[config.mk]
export PLATFORM = sky130hd
export DESIGN_NAME = mem_port_arbiter
export DESIGN_NICKNAME = d
export VERILOG_FILES = /design/src/rtl/mem_port_arbiter.sv
export SDC_FILE = /design/constraint.sdc
export NUM_CORES = 1
export LEC_CHECK = 0
export CAP_MARGIN = 20
export CORE_AREA = 5 5 535 537
export DETAILED_ROUTE_END_ITERATION = 8
export DIE_AREA = 0 0 540 542
export GPL_TIMING_DRIVEN = 0
export HOLD_SLACK_MARGIN = 0.03
export PLACE_DENSITY = 0.37
export REMOVE_ABC_BUFFERS = 1
export SLEW_MARGIN = 20
export SYNTH_ARGS = -nofsm -noshare
export SYNTH_HDL_FRONTEND = slang
export SYNTH_SLANG_ARGS = --single-unit
[constraint.sdc]
create_clock -name clk -period 1.7 [get_ports clk]
set_input_delay 0.425 -clock clk [delete_from_list [all_inputs] [get_ports clk]]
set_output_delay 0.425 -clock clk [all_outputs]
set_load 0.05 [all_outputs]
[src/rtl/mem_port_arbiter.sv]
// Shares the single physical-memory port between the I-cache and the D-cache.
// Each grant moves one full cache line. D has priority, but a streak limit guarantees I progress.
module mem_port_arbiter #(
   parameter int unsigned LINE_W       = 256,
   parameter int unsigned ADDR_W       = 32,
   parameter int unsigned MAX_D_STREAK = 4
) (
   input  logic              clk,
   input  logic              rst,
   input  logic              i_read,
   input  logic [ADDR_W-1:0] i_addr,
   output logic [LINE_W-1:0] i_rdata,
   output logic              i_resp,
   input  logic              d_read,
   input  logic              d_write,
   input  logic [ADDR_W-1:0] d_addr,
   input  logic [LINE_W-1:0] d_wdata,
   output logic [LINE_W-1:0] d_rdata,
   output logic              d_resp,
   output logic              pmem_read,
   output logic              pmem_write,
   output logic [ADDR_W-1:0] pmem_addr,
   output logic [LINE_W-1:0] pmem_wdata,
   input  logic [LINE_W-1:0] pmem_rdata,
   input  logic              pmem_resp
);

   localparam int unsigned StreakW = $clog2(MAX_D_STREAK + 1);
   localparam logic [StreakW-1:0] StreakMax = StreakW'(MAX_D_STREAK);

   typedef enum logic [1:0] {StIdle, StServeI, StServeD, StDone} state_e;

   state_e              state_q, state_d;
   logic [StreakW-1:0]  d_streak_q, d_streak_d;
   logic                pmem_read_q, pmem_read_d;
   logic                pmem_write_q, pmem_write_d;
   logic [ADDR_W-1:0]   pmem_addr_q, pmem_addr_d;
   logic [LINE_W-1:0]   pmem_wdata_q, pmem_wdata_d;
   logic [LINE_W-1:0]   i_rdata_q, i_rdata_d;
   logic [LINE_W-1:0]   d_rdata_q, d_rdata_d;
   logic                i_resp_q, i_resp_d;
   logic                d_resp_q, d_resp_d;
   logic                d_req;

   assign d_req = d_read | d_write;

   always_comb begin
      state_d      = state_q;
      d_streak_d   = d_streak_q;
      pmem_read_d  = pmem_read_q;
      pmem_write_d = pmem_write_q;
      pmem_addr_d  = pmem_addr_q;
      pmem_wdata_d = pmem_wdata_q;
      i_rdata_d    = i_rdata_q;
      d_rdata_d    = d_rdata_q;
      i_resp_d     = 1'b0;
      d_resp_d     = 1'b0;
      case (state_q)
         StIdle: begin
            // I wins when alone, or when D has used up its streak while I waited.
            if (i_read && (!d_req || d_streak_q == StreakMax)) begin
               state_d     = StServeI;
               pmem_read_d = 1'b1;
               pmem_addr_d = i_addr;
               d_streak_d  = '0;
            end else if (d_req) begin
               state_d      = StServeD;
               pmem_write_d = d_write;
               pmem_read_d  = ~d_write;
               pmem_addr_d  = d_addr;
               pmem_wdata_d = d_wdata;
               if (!i_read) begin
                  d_streak_d = '0;
               end else if (d_streak_q != StreakMax) begin
                  d_streak_d = d_streak_q + StreakW'(1);
               end
            end
         end
         StServeI: begin
            if (pmem_resp) begin
               state_d     = StDone;
               pmem_read_d = 1'b0;
               i_rdata_d   = pmem_rdata;
               i_resp_d    = 1'b1;
            end
         end
         StServeD: begin
            if (pmem_resp) begin
               state_d      = StDone;
               pmem_read_d  = 1'b0;
               pmem_write_d = 1'b0;
               if (!pmem_write_q) begin
                  d_rdata_d = pmem_rdata;
               end
               d_resp_d = 1'b1;
            end
         end
         StDone: begin
            state_d = StIdle;
         end
         default: begin
            state_d = StIdle;
         end
      endcase
   end

   always_ff @(posedge clk or negedge rst) begin
      if (!rst) begin
         state_q      <= StIdle;
         d_streak_q   <= '0;
         pmem_read_q  <= 1'b0;
         pmem_write_q <= 1'b0;
         pmem_addr_q  <= '0;
         pmem_wdata_q <= '0;
         i_rdata_q    <= '0;
         d_rdata_q    <= '0;
         i_resp_q     <= 1'b0;
         d_resp_q     <= 1'b0;
      end else begin
         state_q      <= state_d;
         d_streak_q   <= d_streak_d;
         pmem_read_q  <= pmem_read_d;
         pmem_write_q <= pmem_write_d;
         pmem_addr_q  <= pmem_addr_d;
         pmem_wdata_q <= pmem_wdata_d;
         i_rdata_q    <= i_rdata_d;
         d_rdata_q    <= d_rdata_d;
         i_resp_q     <= i_resp_d;
         d_resp_q     <= d_resp_d;
      end
   end

   assign pmem_read  = pmem_read_q;
   assign pmem_write = pmem_write_q;
   assign pmem_addr  = pmem_addr_q;
   assign pmem_wdata = pmem_wdata_q;
   assign i_rdata    = i_rdata_q;
   assign d_rdata    = d_rdata_q;
   assign i_resp     = i_resp_q;
   assign d_resp     = d_resp_q;

endmodule

==> impl_metrics.toml, run 1 <==
[sta]
timing.setup.tns_ps = -668510
max_slew_margin_pct = 44.7
finalSetupViolCount = 1582
rsz0062_at_grt = "yes"
finalHoldViolations = 333
fin_ws_ps = -664
min_period_ps = 2360
tightest_slew_ps = 829
whs_ps = -216
maxSlewViolCount = 0
fin_skew_ps = 34.6
fmax_ghz = 0.423
timing.final.crit_share_pct = 139

[synthesis]
syn_area_per_cell_um2 = 16.5
yosys-top-cells-area = "dfrtp_1 66%, mux2_2 28%, buf_6 0.88%"
synth_common_cells = "809 x dfrtp_1, 749 x mux2_2, 40 x buf_2, 35 x o21ai_0, 34 x nor2_1"
ys_warn_count = 0
yosysUniqueCellTypes = 33
synth_top_area_share_pct = 66.1
synth_edf_count = 0
synth.most_common_cell = "dfrtp_1"
syn-instance-count = 1859
ys_seq_area_share_pct = 66.1
synth_area_um2 = 30600
synth_ff_type = "dfrtp_1"
ys_ff_latch = 809
yosys.area.top_type = "dfrtp_1"
async_reset_ff_share_pct = 100

[clock_tree]
cts_htree_levels = 3
cts_buffers = 115
cts_sinks = 809
clockBufferDepth = 4
cts_tree = "done"
clk_pin_slew_worst_paths_ps = 60
clk_latency_ps = 810
root_buffer = "clkbuf_16"

[worst_setup_path]
crit_fanout = 10
required_ps = 2370
rr_endpoint = "d_rdata[251]"
crit_type = "register to register"
crit_cells = 11
crit_top_cell = "buf_16"
critPathCaptureType = "register"
r2r_cells = 11
cp_slowest_cell = "dfrtp_1"
cp_num_buf_inv = 7
crit_chain = "buf_4 -> buf_4 -> ha_4 -> and2_4 -> nand2b_4 -> buf_16 -> buf_16 -> buf_12 -> buf_16 -> buf_16 -> mux2_2"
cp.arrival_ps = 3040
cp_top_family = "buffers and inverters"
startpoint = "state_q[1]"
slowest_delay_ps = 390
startpoint_type = "register"
r2r-start = "state_q[1]"
r2r_slack_ps = -660

[final_layout]
fin_nets = 3989
synthToLayoutAreaGrowth_pct = 80.0
layout-drive-gt1-share_pct = 35.8
final_util_pct = 19.6

[hold_path]
hp-class = "input port to async pin"

[routing]
drt-initial-drc-count = 980
routed_wl_um = 207000
drc = 0
viasPerCell = 3.24
dr.pass1.iters = 4
final_antenna_net_count = 0
wl_per_cell_um = 28.5
via_count = 23500

[die]
dieArea_um2 = 293000
core_um2 = 281000
start_util_pct = 10.9
ios = 1386
rows = 195
dieWidth_um = 540
die_h_um = 542

[grt]
grt_overflow = 0
grt_pass1_vias = 24500
groute.usage.overall_pct = 13.4
grt_antenna_before_repair = 141
grt_pass1_wl_um = 261000
grt_max_degree = 120

[pwr]
peakVddDrop_mv = 1.29
power_density_nw_per_um2 = 2570
power.leakage_uw = 0.0234
power_uw = 141000

[status]
outcome = "finished, violations left"
violations = "negative hold slack, negative setup slack"

[placed_design]
port-buffer-count = 1385
place_worst_setup_slack_ps = -2210
place_congestion = 0.873
dpl.hpwl_um = 165000

[run]
maxCapViolCount = 0
## routing by layer
| layer | GRT usage, % | vias up | part of all wire, % |
|---|---|---|---|
| li1 | - | 9828 | - |
| met1 | 15.1 | 11900 | 39 |
| met2 | 21.3 | 1278 | 45 |
| met3 | 8.39 | 371 | 14 |
| met4 | 2.73 | 120 | 2.2 |
| met5 | 0 | - | 0.38 |
## worst max path at each step
stage	slack (ps)	to
floorplan	-7810	pmem_wdata[100]
global placement	-42610	pmem_wdata[167]
detailed placement	-2210	pmem_wdata[153]
CTS	-710	d_rdata[66]
global route	-730	pmem_wdata[63]
finish	-660	d_rdata[251]
## logic make-up (layout without fill, tap and decap cells)
| kind of cell | count (synthesis) | count (layout) | synth area share (%) |
|---|---|---|---|
| muxes | 770 | 770 | 28.3 |
| buffers and inverters | 114 | 1736 | 2.48 |
| AOI/OAI and AO/OA | 115 | 115 | 2.22 |
| DFF | 809 | 809 | 66.1 |
| adders and majority gates | 5 | 5 | 0.204 |
| and+or+nand+nor | 46 | 48 | 0.646 |
| other | 0 | 13 | 0 |
## power breakdown
part	internal, µW	switching (µW)
logic	25600	55600
clock network	15600	9830
registers	29300	5510
total	70400	70900
## worst min-delay path, delay by kind of cell
kind | cells | cell delay [ps]
buffers and inverters | 3 | 520
## layout make-up
type / count / area, µm²
inverter: 7 / 26.3
fill: 30500 / 226000
tap: 3743 / 4680
clock buffer: 165 / 3400
timing repair buffer: 1531 / 16000
antenna: 13 / 32.5
clock inverter: 33 / 523
sequential: 809 / 20300
multi-input combinational: 938 / 10200
## sequential cells by signal, summed over array words and instances (netlist names)
signal	cells
pmem_write	1
d_rdata	256
i_resp	1
pmem_wdata	256
pmem_addr	32
d_resp	1
state_q	2
pmem_read	1
i_rdata	256
d_streak_q	3
## metrics by stage
stage / cells / instance area, µm²
2_1_floorplan: 1752 / 29900
5_1_grt: 7228 / 55100
3_5_place_dp: 6925 / 49700
4_1_cts: 7178 / 53900
3_3_place_gp: 6880 / 48400
6_report: 7239 / 55100
## what timing repair did
| action | 4_1_cts | 5_1_grt |
|---|---|---|
| hold buffers | 1 | 8 |
| hold endpoints to repair | 377 | 59 |
| pin swaps | 1 | 1 |
| gates resized for setup | 1234 | 206 |
| gates cloned | 18 | 14 |
| buffers inserted | 36 | 29 |
| endpoints found under the setup margin | 1571 | 1692 |
## cell usage in the layout (no fill, tap or decap), types with 3 or more instances in the layout
master / n
mux2_1: 16
ha_4: 3
mux2_4: 118
clkbuf_8: 31
clkinv_4: 3
o21ai_0: 35
nor2b_1: 3
dfrtp_1: 802
a21oi_1: 32
inv_1: 4
dlygate4sd3_1: 5
bufinv_16: 12
clkdlybuf4s50_1: 579
nand2_1: 3
buf_6: 36
inv_2: 3
buf_8: 11
clkinvlp_4: 5
buf_16: 52
buf_12: 19
dlygate4sd2_1: 655
a31oi_1: 32
clkinv_2: 9
clkdlybuf4s15_1: 5
buf_2: 3
diode_2: 13
clkbuf_16: 129
bufbuf_16: 5
buf_4: 47
nor2_1: 34
clkdlybuf4s15_2: 100
mux2_2: 636
clkbuf_1: 18
dfrtp_2: 7
Note: power is estimated with default switching activity, not from simulation.
==> inputs of run 2 (changes only) <==
- PLACE_DENSITY: 0.37 -> unset
- SLEW_MARGIN: 20 -> unset
==> run 2 against run 1 <==
The run still ends with negative hold slack, negative setup slack left. Register-to-register slack improved by 140 ps. Combinational power increased by 18%. Sequential cell count unchanged. Count of clock-buffer cells in the layout decreased by 20. Global-route usage increased by 0.75 points. Final area increased by 6.4%. Critical path depth unchanged. Clock power decreased by 7%. Utilization increased by 1.2 points. Highest routed layer unchanged.
==> impl_metrics.toml, run 2 (synthesized netlist as in run 1, its figures left out) <==
[die]
die_h_um = 542
dieArea_um2 = 293000
core_um2 = 281000
start_util_pct = 10.9
dieWidth_um = 540
rows = 195
ios = 1386

[final_layout]
final_cell_mix = "802 x dfrtp_1, 579 x mux2_2, 579 x clkdlybuf4s50_1"
synthToLayoutAreaGrowth_pct = 91.4
final_common_cell = "dfrtp_1"
fin_nets = 4121
layout-drive-gt1-share_pct = 55.6
finalNonFillerCells = 7381

[grt]
grt_antenna_before_repair = 157
grt_max_degree = 109
grt_pass1_vias = 24900
grt_pass1_wl_um = 271000
grt_overflow = 0
groute.usage.overall_pct = 14.1

[placed_design]
place_congestion = 0.955
dpl.hpwl_um = 179000
port-buffer-count = 1385
place_worst_setup_slack_ps = -1620
place_inst = 6919

[routing]
viasPerCell = 3.27
drc = 0
via_count = 24200
final_antenna_net_count = 0
routed_wl_um = 224000
dr.pass1.iters = 5
wl_per_cell_um = 30.4
drt-initial-drc-count = 1127

[clock_tree]
clk_latency_ps = 810
clk_pin_slew_worst_paths_ps = 60
cts_buffers = 107
cts_htree_levels = 3
root_buffer = "clkbuf_16"
clockBufferDepth = 4
cts_tree = "done"
cts_sinks = 809

[run]
maxCapViolCount = 0

[worst_setup_path]
cp_slowest_cell = "dfrtp_1"
slowest_delay_ps = 390
rr_endpoint = "d_rdata[44]"
cp_top_family = "buffers and inverters"
crit_type = "register to register"
critPathCaptureType = "register"
cp.arrival_ps = 2890
crit_fanout = 8
cp_num_buf_inv = 7
r2r-start = "state_q[0]"
r2r_slack_ps = -520
startpoint_type = "register"
r2r_cells = 11
crit_chain = "inv_2 -> ha_4 -> and2_4 -> nand2b_4 -> buf_12 -> buf_16 -> buf_16 -> buf_12 -> buf_12 -> buf_16 -> mux2_4"
required_ps = 2370

[pwr]
power_uw = 156000
power.leakage_uw = 0.0248
power_density_nw_per_um2 = 2670
peakVddDrop_mv = 1.52

[sta]
fmax_ghz = 0.450
fin_skew_ps = 61.8
finalSetupViolCount = 1626
tightest_slew_ps = 980
timing.final.crit_share_pct = 131
min_period_ps = 2220
finalHoldViolations = 82
fin_ws_ps = -524
rsz0062_at_grt = "yes"
maxSlewViolCount = 0
max_slew_margin_pct = 34.6
whs_ps = -379

[status]
outcome = "finished, violations left"
violations = "negative hold slack, negative setup slack"

[hold_path]
hp-class = "input port to async pin"
## run 2: cell count changes in the layout (fill, tap and decap cells not counted), sizes merged, moves of 5 or more
cell / before / now
dlygate4sd3: 5 / 0
buf: 168 / 856
inv: 10 / 19
diode: 13 / 21
dlygate4sd2: 655 / 28
clkdlybuf4s15: 105 / 175
clkinv: 13 / 19
## run 2: power by group
group	internal (µW)	switching, µW	total [µW]
sequential	29300	7380	36700
combinational	36900	59100	96000
clock	13900	9640	23600
total	80100	76100	156000
## run 2: layout make-up
type	instances	area (µm²)
repair buffers	1672	19600
inverters	7	26.3
clock buffers	145	2990
flip-flops and latches	809	20300
multi-input cells	937	10400
fillers	29800	222000
clock inverters	47	604
well taps	3743	4680
diodes	21	52.6
## run 2: worst max path at each step
stage | depth (start not counted) | end | slack, ps | start
5_1_grt | 10 | pmem_wdata[64] | -550 | state_q[0]
3_5_place_dp | 7 | d_rdata[0] | -1620 | pmem_resp
4_1_cts | 1 | d_rdata[136] | -540 | d_rdata[136]
6_report | 11 | d_rdata[44] | -520 | state_q[0]
2_1_floorplan | 5 | pmem_wdata[100] | -7810 | state_q[0]
3_3_place_gp | 1 | d_rdata[73] | -39350 | rst
## run 2: metrics by stage
step                hold slack [ps]  utilization (%)  setup TNS, ps  cell area, µm²
CTS                            -436             19.2        -677880           54100
floorplan                       129                -       -4984920           29900
finish                         -379             20.9        -382280           58600
global route                   -380             20.8        -543820           58600
global placement                471             17.2              -           48400
detailed placement              476             17.6       -1146960           49500
## run 2: layer usage
layer,part of all wire [%],vias up,GRT usage [%],routed length (µm)
met4,3.6,120,3.84,8100
met1,38,12200,15.4,84500
met3,16,428,11.0,36800
li1,-,10100,-,-
met2,42,1351,21.1,93900
met5,0.36,-,0,806
## run 2: what timing repair did
item                                    4_1_cts  5_1_grt
endpoints found under the hold margin        82       82
resized for setup                          1946     3360
buffers inserted                             33      163
pin swaps                                     1        0
gates cloned                                 21       33
endpoints found under the setup margin     1634     1822
